`config.mk`:
```
export PLATFORM = sky130hd
export DESIGN_NAME = conv_layer_sequencer
export DESIGN_NICKNAME = d
export VERILOG_FILES = /design/src/rtl/conv_layer_sequencer_pkg.sv /design/src/rtl/conv_layer_sequencer_bias.sv /design/src/rtl/conv_layer_sequencer.sv
export SDC_FILE = /design/constraint.sdc
export NUM_CORES = 1
export LEC_CHECK = 0
export ABC_CLOCK_PERIOD_IN_PS = 4040
export CAP_MARGIN = 25
export CORE_MARGIN = 10
export CORE_UTILIZATION = 46
export CTS_BUF_LIST = sky130_fd_sc_hd__clkbuf_4
export DETAILED_ROUTE_END_ITERATION = 8
export GPL_TIMING_DRIVEN = 0
export HOLD_SLACK_MARGIN = 0.08
export PLACE_DENSITY_LB_ADDON = 0.05
export RECOVER_POWER = 100
export SLEW_MARGIN = 20
export SYNTH_ARGS = -nofsm -noshare
export SYNTH_HDL_FRONTEND = slang
export SYNTH_SLANG_ARGS = --single-unit
```
`constraint.sdc`:
```
create_clock -name clk -period 4.04 [get_ports clk]
set_clock_uncertainty 0.1 [all_clocks]
set_input_delay 0.808 -clock clk [delete_from_list [all_inputs] [get_ports clk]]
set_output_delay 0.808 -clock clk [all_outputs]
set_load 0.01 [all_outputs]
```
`src/rtl/conv_layer_sequencer_pkg.sv`:
```
// Shared conv constants and the sequencer state encoding.
package conv_layer_sequencer_pkg;

  localparam int CONV_OCH_PAR      = 4;   // output channels per group (even, >= 2)
  localparam int CONV_BIAS_BITS    = 16;  // width of one bias
  localparam int CONV_AXI_WIDTH_AD = 32;  // DMA byte-address width
  localparam int CONV_AXI_WIDTH_DA = 32;  // DMA data width, two biases per beat
  localparam int CONV_BITS_TRANS   = 18;  // DMA beat-count width
  localparam int CONV_OCH_W        = 9;   // channel-index width

  typedef enum logic [2:0] {
    ST_IDLE      = 3'd0,
    ST_BIAS_REQ  = 3'd1,
    ST_BIAS_WAIT = 3'd2,
    ST_GRP_START = 3'd3,
    ST_GRP_RUN   = 3'd4,
    ST_NEXT      = 3'd5,
    ST_DONE      = 3'd6
  } state_e;

endpackage

```
`src/rtl/conv_layer_sequencer_bias.sv`:
```
// Lane bias register file: one bias per output-channel lane, with a lane-valid
// mask. Lanes outside the mask are never written and always read as zero.
module seq_bias_bank
  import conv_layer_sequencer_pkg::*;
#(
  parameter int OCH_PAR   = CONV_OCH_PAR,
  parameter int BIAS_BITS = CONV_BIAS_BITS,
  parameter int DATA_W    = CONV_AXI_WIDTH_DA,
  parameter int IDX_W     = CONV_BITS_TRANS
) (
  input  logic                         clk_i,
  input  logic                         rst_i,
  input  logic                         clr_i,    // start of a group load
  input  logic [CONV_OCH_W-1:0]        valid_i,  // lanes in use for this group
  input  logic                         wr_i,     // accepted DMA beat
  input  logic [IDX_W-1:0]             beat_i,   // index k of the beat
  input  logic [DATA_W-1:0]            data_i,
  output logic [OCH_PAR*BIAS_BITS-1:0] bias_vec_o,
  output logic [OCH_PAR-1:0]           mask_o
);

  logic [OCH_PAR-1:0][BIAS_BITS-1:0] lane_q, lane_d;
  logic [OCH_PAR-1:0]                mask_q, mask_d;

  // Clear lanes and rebuild the mask on a new load; beat k fills lanes 2k/2k+1.
  always_comb begin
    lane_d = lane_q;
    mask_d = mask_q;
    for (int i = 0; i < OCH_PAR; i++) begin
      if (clr_i) begin
        lane_d[i] = '0;
        mask_d[i] = (CONV_OCH_W'(i) < valid_i);
      end else if (wr_i && mask_q[i] && (beat_i == IDX_W'(i / 2))) begin
        if ((i % 2) == 0) lane_d[i] = data_i[BIAS_BITS-1:0];
        else              lane_d[i] = data_i[2*BIAS_BITS-1:BIAS_BITS];
      end
    end
  end

  // Lane and mask registers.
  always_ff @(posedge clk_i) begin
    if (rst_i) begin
      lane_q <= '0;
      mask_q <= '0;
    end else begin
      lane_q <= lane_d;
      mask_q <= mask_d;
    end
  end

  // Masked read-out: invalid lanes present zero.
  always_comb begin
    bias_vec_o = '0;
    for (int i = 0; i < OCH_PAR; i++) begin
      bias_vec_o[i*BIAS_BITS +: BIAS_BITS] = mask_q[i] ? lane_q[i] : '0;
    end
  end

  assign mask_o = mask_q;

endmodule

```
`src/rtl/conv_layer_sequencer.sv`:
```
// Convolution layer sequencer: walks a layer's output channels in groups of
// OCH_PAR, fetching each group's biases over DMA before starting the datapath.
//
// DMA handshake: there is no backpressure. While in BIAS_WAIT every cycle with
// dma_din_vld=1 is one accepted beat (beats past num_trans are dropped);
// dma_done is a one-cycle completion pulse that may come before, with, or
// after the last beat. Beats or dma_done outside BIAS_WAIT are ignored.
module conv_layer_sequencer
  import conv_layer_sequencer_pkg::*;
#(
  parameter int OCH_PAR      = CONV_OCH_PAR,
  parameter int BIAS_BITS    = CONV_BIAS_BITS,
  parameter int AXI_WIDTH_AD = CONV_AXI_WIDTH_AD,
  parameter int AXI_WIDTH_DA = CONV_AXI_WIDTH_DA,
  parameter int BITS_TRANS   = CONV_BITS_TRANS
) (
  input  logic                         clk,
  input  logic                         rst,
  input  logic                         ap_start,
  input  logic [CONV_OCH_W-1:0]        out_ch,
  input  logic [AXI_WIDTH_AD-1:0]      bias_start_addr,
  input  logic                         grp_done,
  input  logic [AXI_WIDTH_DA-1:0]      dma_din,
  input  logic                         dma_din_vld,
  input  logic                         dma_done,
  output logic                         start_dma,
  output logic [BITS_TRANS-1:0]        num_trans,
  output logic [AXI_WIDTH_AD-1:0]      start_addr,
  output logic                         dma_sel,
  output logic [OCH_PAR*BIAS_BITS-1:0] bias_vec,
  output logic [OCH_PAR-1:0]           och_mask,
  output logic [CONV_OCH_W-1:0]        och_base,
  output logic                         calc_start,
  output logic                         busy,
  output logic                         ap_done
);

  state_e                  state_q, state_d;
  logic [CONV_OCH_W-1:0]   out_ch_q, out_ch_d;
  logic [CONV_OCH_W-1:0]   och_base_q, och_base_d;
  logic [AXI_WIDTH_AD-1:0] base_q, base_d;
  logic [BITS_TRANS-1:0]   num_trans_q, num_trans_d;
  logic [BITS_TRANS-1:0]   beat_cnt_q, beat_cnt_d;
  logic                    dma_seen_q, dma_seen_d;
  logic                    zero_q, zero_d;

  logic [CONV_OCH_W-1:0]   remain, valid;
  logic [BITS_TRANS-1:0]   nt_calc;
  logic [AXI_WIDTH_AD-1:0] addr_calc;
  logic [CONV_OCH_W:0]     next_base;
  logic                    bank_clr, bank_wr;

  // Group geometry: lanes in use, beat count, and wrapping bias address.
  always_comb begin
    remain    = out_ch_q - och_base_q;
    valid     = (remain > CONV_OCH_W'(OCH_PAR)) ? CONV_OCH_W'(OCH_PAR) : remain;
    nt_calc   = BITS_TRANS'((valid + CONV_OCH_W'(1)) >> 1);
    addr_calc = base_q + AXI_WIDTH_AD'(och_base_q) * AXI_WIDTH_AD'(BIAS_BITS / 8);
    next_base = {1'b0, och_base_q} + (CONV_OCH_W+1)'(OCH_PAR);
  end

  // Next-state and output decode.
  always_comb begin
    state_d     = state_q;
    out_ch_d    = out_ch_q;
    och_base_d  = och_base_q;
    base_d      = base_q;
    num_trans_d = num_trans_q;
    beat_cnt_d  = beat_cnt_q;
    dma_seen_d  = dma_seen_q;
    zero_d      = zero_q;
    bank_clr    = 1'b0;
    bank_wr     = 1'b0;
    start_dma   = 1'b0;
    num_trans   = '0;
    start_addr  = '0;
    dma_sel     = 1'b0;
    calc_start  = 1'b0;
    ap_done     = 1'b0;
    unique case (state_q)
      ST_IDLE: begin
        if (ap_start) begin
          out_ch_d   = out_ch;
          base_d     = bias_start_addr;
          och_base_d = '0;
          if (out_ch == '0) begin
            zero_d  = 1'b1;
            state_d = ST_DONE;
          end else begin
            state_d = ST_BIAS_REQ;
          end
        end
      end
      ST_BIAS_REQ: begin
        start_dma   = 1'b1;
        num_trans   = nt_calc;
        start_addr  = addr_calc;
        dma_sel     = 1'b1;
        bank_clr    = 1'b1;
        num_trans_d = nt_calc;
        beat_cnt_d  = '0;
        dma_seen_d  = 1'b0;
        state_d     = ST_BIAS_WAIT;
      end
      ST_BIAS_WAIT: begin
        dma_sel = 1'b1;
        if (dma_din_vld && (beat_cnt_q < num_trans_q)) begin
          bank_wr    = 1'b1;
          beat_cnt_d = beat_cnt_q + BITS_TRANS'(1);
        end
        if (dma_done) dma_seen_d = 1'b1;
        if ((dma_seen_q || dma_done) && (beat_cnt_d == num_trans_q)) begin
          state_d = ST_GRP_START;
        end
      end
      ST_GRP_START: begin
        calc_start = 1'b1;
        state_d    = ST_GRP_RUN;
      end
      ST_GRP_RUN: begin
        if (grp_done) state_d = ST_NEXT;
      end
      ST_NEXT: begin
        och_base_d = next_base[CONV_OCH_W-1:0];
        if (next_base >= {1'b0, out_ch_q}) state_d = ST_DONE;
        else                              state_d = ST_BIAS_REQ;
      end
      ST_DONE: begin
        // An empty layer lingers one extra cycle here so its ap_done lands two
        // cycles after ap_start, matching the NEXT->DONE hop of a real layer.
        if (zero_q) begin
          zero_d = 1'b0;
        end else begin
          ap_done = 1'b1;
          state_d = ST_IDLE;
        end
      end
      default: state_d = ST_IDLE;
    endcase
  end

  // State and layer-context registers.
  always_ff @(posedge clk) begin
    if (rst) begin
      state_q     <= ST_IDLE;
      out_ch_q    <= '0;
      och_base_q  <= '0;
      base_q      <= '0;
      num_trans_q <= '0;
      beat_cnt_q  <= '0;
      dma_seen_q  <= 1'b0;
      zero_q      <= 1'b0;
    end else begin
      state_q     <= state_d;
      out_ch_q    <= out_ch_d;
      och_base_q  <= och_base_d;
      base_q      <= base_d;
      num_trans_q <= num_trans_d;
      beat_cnt_q  <= beat_cnt_d;
      dma_seen_q  <= dma_seen_d;
      zero_q      <= zero_d;
    end
  end

  assign busy     = (state_q != ST_IDLE);
  assign och_base = och_base_q;

  seq_bias_bank #(
    .OCH_PAR  (OCH_PAR),
    .BIAS_BITS(BIAS_BITS),
    .DATA_W   (AXI_WIDTH_DA),
    .IDX_W    (BITS_TRANS)
  ) u_bias_bank (
    .clk_i     (clk),
    .rst_i     (rst),
    .clr_i     (bank_clr),
    .valid_i   (valid),
    .wr_i      (bank_wr),
    .beat_i    (beat_cnt_q),
    .data_i    (dma_din),
    .bias_vec_o(bias_vec),
    .mask_o    (och_mask)
  );

endmodule

```
==> out/results.ini, run 1 <==
[run_status]
status = complete, but fails checks
violations = setup timing

[logic_synthesis]
synth_cell_types = 59
post-synth-top-count-cell = nand2_1
synthMuxAreaShare_pct = 0.5280
ys.flop_type = dfxtp_1
synth_top_cell_by_area = dfxtp_1
synth_adder_area_share_pct = 5.600
synthSimpleGateAreaFrac_pct = 29.82
synth_top_family_by_area = simple AND/OR/NAND/NOR gates
synth_cells = 1048
syn_avg_cell_area_um2 = 7.462
synthArstFlopShare_pct = 0
synth-xor-area-share_pct = 5.040
synthTopCellsByArea = dfxtp_1 38%, nand2_1 12%, a21oi_1 9.0%, and2_1 6.7%, ha_1 5.6%
synth_compound_area_share_pct = 14.50
ys_seq_area_share_pct = 37.89
synth_area_mm2 = 0.007820
ys_ff_latch = 148
yosysWarnings = 0
synth_top_cells_by_count = 248 x nand2_1, 148 x dfxtp_1, 140 x a21oi_1, 84 x and2_1, 74 x nor2_1
synth_edf_count = 0
synthDominantCellAreaShare_pct = 37.89

[setup_path]
slowest_delay_ps = 550
crit_type = reg -> out
slowest_stage = or4_4
critPathMaxFanout = 4
r2r_setup_slack_ps = 550
reg2regPathDepth = 12
worst_ep_arrival_time_ps = 3340
r2r_start = beat_cnt_q[7]$_SDFFE_PP0P_
crit_required_ps = 3130
cp-end-kind = output pin
worst_path_most_repeated_cell = ha_4
cp_cell_sequence = inv_4, ha_4, and3_4, a221o_1, o41ai_2, xnor2_1, or4_4, nor2_4, ha_4, xnor2_2, nor2_1, buf_2
crit_path_start_kind = register
rr_endpoint = u_bias_bank.lane_q[7]$_SDFFE_PP0P_

[clock_network]
ctsHoldBuffers = 0
clkLatencyLatePin_ps = 570
clk_pin_slew_ps = 120
cts_buffers = 17
htree_levels = 4
cts.sinks = 148
clock_path_buffers = 2
cts_tree = done
cts-root-buf = clkbuf_4

[power]
ir_drop_mv = 0.1722
p_leak_nw = 4.183
total_power_mw = 3.138
powerDensity_mw_per_mm2 = 293.0

[sta]
fin_crit_ps = 4243
fin_crit_sh_pct = 105.0
hold_slack_ps = 353.4
finalWorstSetupSlack_ps = -203.4
drv_slew = 0
hold_violations = 0
rsz0062_at_grt = true
relSlewSlack_pct = 54.73
max_freq_mhz = 235.7
setup_violations = 2
max_slew.worst_pin.slew_ps = 672.8

[grt]
grt_antenna_before_repair = 1
grt_pass1_wl_um = 36800
grt_use_total_pct = 20.10
overflow = 0
grt_pass1_vias = 7362
grt_start_max_net_pins = 17

[min_path]
worstHoldEndpoint = u_bias_bank.lane_q[52]$_SDFFE_PP0P_
hold_path_depth = 2
hp-start = u_bias_bank.lane_q[52]$_SDFFE_PP0P_
hold_class = reg -> reg

[die]
rows = 47
start_util_pct = 46.99
core-area_mm2 = 0.01664
die-area_mm2 = 0.02262
io_pins = 211
dieHeight_um = 150.4
die_w_um = 150.4

[placement]
gp_congestion = 0.8729
dp_slack_ps = -394.4
hpwlAfterDp_um = 18040
dp.cells = 1477
portBuffers = 191

[route]
antenna_left = 0
vias = 7647
viasPerCell = 5.001
drtIter0Drc = 350
drc = 0
wl_per_cell_um = 15.37
totalWireLength_um = 23490
firstDrtPassIters = 4

[layout]
stdcell_count = 1529
syn2layout_area_growth_pct = 36.99
fin_util_pct = 64.37
drive_above_1_share_pct = 9.098
layout.nets = 1409

[run]
cap_viol_max_count = 0

[sequential cells by signal, indices dropped and copies added (netlist names)]
register / count
base_q: 32
beat_cnt_q: 18
dma_seen_q: 1
num_trans_q: 9
och_base: 7
out_ch_q: 9
state_q: 3
u_bias_bank.lane_q: 64
u_bias_bank.mask_o: 4
zero_q: 1
[worst max-delay path: cells and delay by family, from the launching register on]
kind	cells	cell delay [ps]
flip-flops	1	420
buffers and inverters	2	220
AND/OR/NAND/NOR	4	890
AO/OA/AOI/OAI	2	670
adder cells (fa/ha/maj)	2	360
XOR/XNOR	2	220
[metrics by stage]
step | setup TNS (ps) | instance area (µm²)
after floorplan | 0 | 7888
after global placement | -903.5 | 10070
after detailed placement | -994.6 | 10070
after CTS | -555.1 | 10670
after global routing | -2390 | 10710
final | -354.5 | 10710
[placed cells by master (no fill, tap or decap), types with 4 or more instances in the layout]
| master | instances |
|---|---|
| a21oi_1 | 139 |
| dfxtp_2 | 4 |
| nand3_1 | 17 |
| nor4_1 | 5 |
| and2_0 | 16 |
| o21ai_0 | 20 |
| clkbuf_1 | 53 |
| dlygate4sd2_1 | 9 |
| o21a_1 | 5 |
| nand2b_1 | 4 |
| a211oi_1 | 4 |
| nand4_1 | 9 |
| dlygate4sd3_1 | 36 |
| xnor2_1 | 25 |
| inv_1 | 37 |
| a21o_1 | 4 |
| nor2_1 | 70 |
| ha_4 | 9 |
| buf_4 | 35 |
| or3_1 | 4 |
| xor2_1 | 19 |
| nand2_1 | 246 |
| and2_1 | 68 |
| dfxtp_1 | 139 |
| clkdlybuf4s50_1 | 137 |
| nor3_1 | 17 |
| clkbuf_4 | 18 |
| conb_1 | 20 |
| dfxtp_4 | 5 |
| and3_1 | 13 |
| clkbuf_2 | 4 |
| ha_1 | 26 |
[what timing repair did]
action | in CTS | in global routing
setup buffers | 17 | 3
endpoints found under the setup margin | 26 | 21
resized for setup | 78 | 22
pin swaps | 18 | 10
[power breakdown]
part           internal (mW)  switching [mW]
Clock                  0.431           0.555
Sequential              1.50          0.0533
Combinational          0.264           0.331
[worst max-delay path by stage]
stage                        startpoint      endpoint  slack, ps
2_1_floorplan  och_base[3]$_SDFFE_PP0P_  num_trans[1]        340
3_3_place_gp   och_base[5]$_SDFFE_PP0P_  num_trans[1]       -370
3_5_place_dp   och_base[3]$_SDFFE_PP0P_  num_trans[1]       -390
4_1_cts        och_base[2]$_SDFFE_PP0P_  num_trans[1]       -310
5_1_grt        out_ch_q[2]$_SDFFE_PP0P_  num_trans[1]       -360
6_report       och_base[3]$_SDFFE_PP0P_  num_trans[1]       -200
[final cells by class]
cell class	count	area (µm²)
antenna	1	2.502
buffer	71	337.8
clock buffer	18	135.1
clock inverter	14	161.4
fill	1574	5929
inverter	43	173.9
multi-input combinational	803	4602
sequential	148	2987
tap	220	275.3
timing repair buffer	211	2038
[kinds of logic (layout without fill, tap and decap cells)]
kind of cell / count (synthesis) / count (layout)
AND/OR/NAND/NOR: 499 / 499
AO/OA/AOI/OAI: 200 / 200
flip-flops: 148 / 148
buffers and inverters: 115 / 357
XOR/XNOR: 45 / 45
adder cells (fa/ha/maj): 35 / 35
multiplexers: 4 / 4
other: 2 / 21
[layer usage]
metal  track usage [%]  part of all wire, %  vias to the layer above
li1                  -                    -                     3932
met1             22.97                   42                     3477
met2             34.30                   48                      205
met3             7.053                  8.6                       33
met4             6.511                  1.6                        0
met5                 0                    0                        -
No activity file was read; power rests on OpenSTA's default activity.
==> run 2: changes to the inputs <==
--- a/config.mk
+++ b/config.mk
@@ -18,4 +18,5 @@
 export SLEW_MARGIN = 20
 export SYNTH_ARGS = -nofsm -noshare
 export SYNTH_HDL_FRONTEND = slang
+export SYNTH_HIERARCHICAL = 1
 export SYNTH_SLANG_ARGS = --single-unit
==> run 2 against run 1 <==
  * The flow still finishes with violations (setup timing)
  * Wire length rose by 16%
  * Combinational power grew to 2.6 times the previous value
  * Register-to-register slack got worse by 330 ps
  * Sequential power rose by 9%
  * Non-clock buffer count up 20
  * Synthesized cell count is 5.1% higher
  * Global-route usage is 1.4 points higher
  * Cell count rose by 4.1%
  * Largest power group unchanged
==> out/results.ini, run 2 <==
[run_status]
status = complete, but fails checks  ; unchanged
violations = setup timing  ; unchanged

[layout]
syn2layout_area_growth_pct = 34.63  ; was 36.99%
final_area_mm2 = 0.01153  ; was 0.01071 mm²
fin_util_pct = 63.53  ; was 64.37%
mostFrequentLayoutCell = clkdlybuf4s50_1  ; was nand2_1
drive_above_1_share_pct = 11.03  ; was 9.098%
layout.nets = 1459  ; was 1,409
largest_reg_flops = 64  ; unchanged
top_register = u_bias_bank/lane_q  ; was u_bias_bank.lane_q
biggestRegsByFlops = u_bias_bank/lane_q x64, base_q x32, beat_cnt_q x18  ; was u_bias_bank.lane_q x64, base_q x32, beat_cnt_q x18
stdcell_count = 1591  ; was 1,529
fillers = 1718  ; was 1,574
layout_common_cells = 162 x clkdlybuf4s50_1, 141 x dfxtp_1, 139 x a21oi_1, 112 x nand2_1, 76 x o21ai_0  ; was 246 x nand2_1, 139 x a21oi_1, 139 x dfxtp_1, 137 x clkdlybuf4s50_1, 70 x nor2_1

[logic_synthesis]
post-synth-top-count-cell = dfxtp_1  ; was nand2_1
syn_avg_cell_area_um2 = 7.778  ; was 7.462 µm²
ys_seq_area_share_pct = 34.60  ; was 37.89%
synth_cells = 1101  ; was 1,048
synthTopCellsByArea = dfxtp_1 35%, a21oi_1 8.3%, and2_1 5.3%, nand4_1 5.3%, nand2_1 5.0%  ; was dfxtp_1 38%, nand2_1 12%, a21oi_1 9.0%, and2_1 6.7%, ha_1 5.6%
ys.flop_type = dfxtp_1  ; unchanged
synthDominantCellAreaShare_pct = 34.60  ; was 37.89%
synthArstFlopShare_pct = 0  ; unchanged
synth_top_cells_by_count = 148 x dfxtp_1, 142 x a21oi_1, 113 x nand2_1, 77 x o21ai_0  ; was 248 x nand2_1, 148 x dfxtp_1, 140 x a21oi_1, 84 x and2_1, 74 x nor2_1
synth_top_cell_by_area = dfxtp_1  ; unchanged
synth_edf_count = 0  ; unchanged
synth_cell_types = 68  ; was 59
yosysWarnings = 6  ; was 0
ys_ff_latch = 148  ; unchanged
synth_area_mm2 = 0.008563  ; was 0.007820 mm²

[clock_network]
clk_pin_slew_ps = 130  ; was 120 ps
htree_levels = 4  ; unchanged
cts.sinks = 148  ; unchanged
cts_tree = done  ; unchanged
clkLatencyLatePin_ps = 560  ; was 570 ps
ctsHoldBuffers = 0  ; unchanged
clock_path_buffers = 2  ; unchanged
cts_buffers = 17  ; unchanged
cts-root-buf = clkbuf_4  ; unchanged

[sta]
drv_slew = 0  ; unchanged
rsz0062_at_grt = true  ; unchanged
max_slew.worst_pin.slew_ps = 728.7  ; was 672.8 ps
setup_violations = 1  ; was 2
finalWorstSetupSlack_ps = -10.33  ; was -203.4 ps
hold_slack_ps = 362.4  ; was 353.4 ps
hold_violations = 0  ; unchanged
fin_crit_sh_pct = 100.3  ; was 105.0%
max_freq_mhz = 246.9  ; was 235.7 MHz
relSlewSlack_pct = 51.42  ; was 54.73%
fin_crit_ps = 4050  ; was 4243 ps

[setup_path]
worst_ep_arrival_time_ps = 3140  ; was 3340 ps
cp-end-kind = output pin  ; unchanged
critPathMaxFanout = 5  ; was 4
crit_type = reg -> out  ; unchanged
crit_path_start_kind = register  ; unchanged
crit_required_ps = 3130  ; about the same

[placement]
dp.cells = 1546  ; was 1,477
gp_congestion = 0.8863  ; was 0.8729
hpwlAfterDp_um = 20480  ; was 18,040 µm
portBuffers = 192  ; was 191
dpl_cell_area_mm2 = 0.01086  ; was 0.01007 mm²

[die]
start_util_pct = 47.19  ; was 46.99%
die-area_mm2 = 0.02447  ; was 0.02262 mm²
die_w_um = 156.4  ; was 150.4 µm
dieHeight_um = 156.4  ; was 150.4 µm
rows = 49  ; was 47
core-area_mm2 = 0.01815  ; was 0.01664 mm²
io_pins = 211  ; unchanged

[grt]
grt_use_total_pct = 21.45  ; was 20.10%
grt_pass1_vias = 8380  ; was 7,362
grt_pass1_wl_um = 43190  ; was 36,800 µm
overflow = 0  ; unchanged
grt_start_max_net_pins = 17  ; unchanged
grt_antenna_before_repair = 2  ; was 1

[route]
viasPerCell = 5.468  ; was 5.001
vias = 8700  ; was 7,647
totalWireLength_um = 27340  ; was 23,490 µm
drtIter0Drc = 505  ; was 350
firstDrtPassIters = 5  ; was 4
wl_per_cell_um = 17.18  ; was 15.37 µm
antenna_left = 0  ; unchanged
drc = 0  ; unchanged

[power]
p_leak_nw = 4.454  ; was 4.183 nW
powerDensity_mw_per_mm2 = 358.7  ; was 293.0 mW/mm²
ir_drop_mv = 0.1992  ; was 0.1722 mV

[min_path]
hold_class = reg -> reg  ; unchanged

[run]
cap_viol_max_count = 0  ; unchanged

-- run 2: kinds of logic after synthesis --
| logic type | synth area share (%) |
|---|---|
| buffers and inverters | 8.694 |
| and+or+nand+nor | 29.37 |
| AOI/OAI and AO/OA | 16.91 |
| muxes | 0.6137 |
| DFF | 34.60 |
| adders and majority gates | 4.822 |
| xor gates and xnor gates | 4.909 |
| other | 0.08770 |
-- run 2: power breakdown --
part | leakage [nW] | internal [mW] | total, mW | switching (mW)
logic | 3.12 | 0.611 | 1.57 | 0.959
clock network | 0.129 | 0.305 | 0.866 | 0.560
registers | 1.20 | 1.57 | 1.70 | 0.132
total | 4.45 | 2.48 | 4.14 | 1.65
-- run 2: metrics by stage --
stage,TNS [ps],setup WS [ps],total power [mW]
floorplan,0,405.3,2.628
global placement,-20290,-595.2,3.181
detailed placement,-19450,-571.0,3.198
CTS,-173.7,-173.7,4.118
global route,-2095,-136.3,4.403
finish,-10.33,-10.33,4.136
-- run 2: area by class of cell --
class,count,area (µm²),share of cell area (%)
multi-input combinational,841,5210,45.19
timing repair buffer,203,2026,17.57
buffer,99,626.9,5.437
sequential,148,2982,25.86
tap,229,286.5,2.485
inverter,37,143.9,1.248
clock inverter,14,113.9,0.9876
antenna,2,5.005,0.04341
clock buffer,18,135.1,1.172
-- run 2: worst paths after layout --
path,startpoint,endpoint,slack (ps),cells past startpoint
hold reg to reg,base_q[0]$_SDFFE_PP0P_,base_q[0]$_SDFFE_PP0P_,360,2
setup reg to reg,beat_cnt_q[7]$_SDFFE_PP0P_,u_bias_bank/lane_q[8]$_SDFFE_PP0P_,220,12
hold / removal,base_q[0]$_SDFFE_PP0P_,base_q[0]$_SDFFE_PP0P_,360,2
setup / recovery,och_base[2]$_SDFFE_PP0P_,num_trans[1],-10,13
-- run 2: routing by layer --
layer / part of all wire (%) / global-route usage (%)
met2: 47 / 35.75
met4: 1.8 / 6.247
met5: 0 / 0
met1: 43 / 25.94
met3: 8.6 / 6.853
-- run 2: worst max-delay path: stages, from the launching register on --
cell,delay (ps)
dfxtp_4,400
inv_4,50
ha_4,310
nand2b_4,80
a2111oi_4,410
o41a_1,220
a21oi_2,50
and3b_2,230
and3_4,200
ha_4,160
inv_4,60
a21oi_2,30
nor3_2,200
buf_2,180
-- run 2: repair_timing --
| item | CTS | global route |
|---|---|---|
| resized for setup | 65 | 42 |
| setup buffers | 6 | 5 |
| pin swaps | 4 | 8 |
| setup endpoints to repair | 28 | 80 |
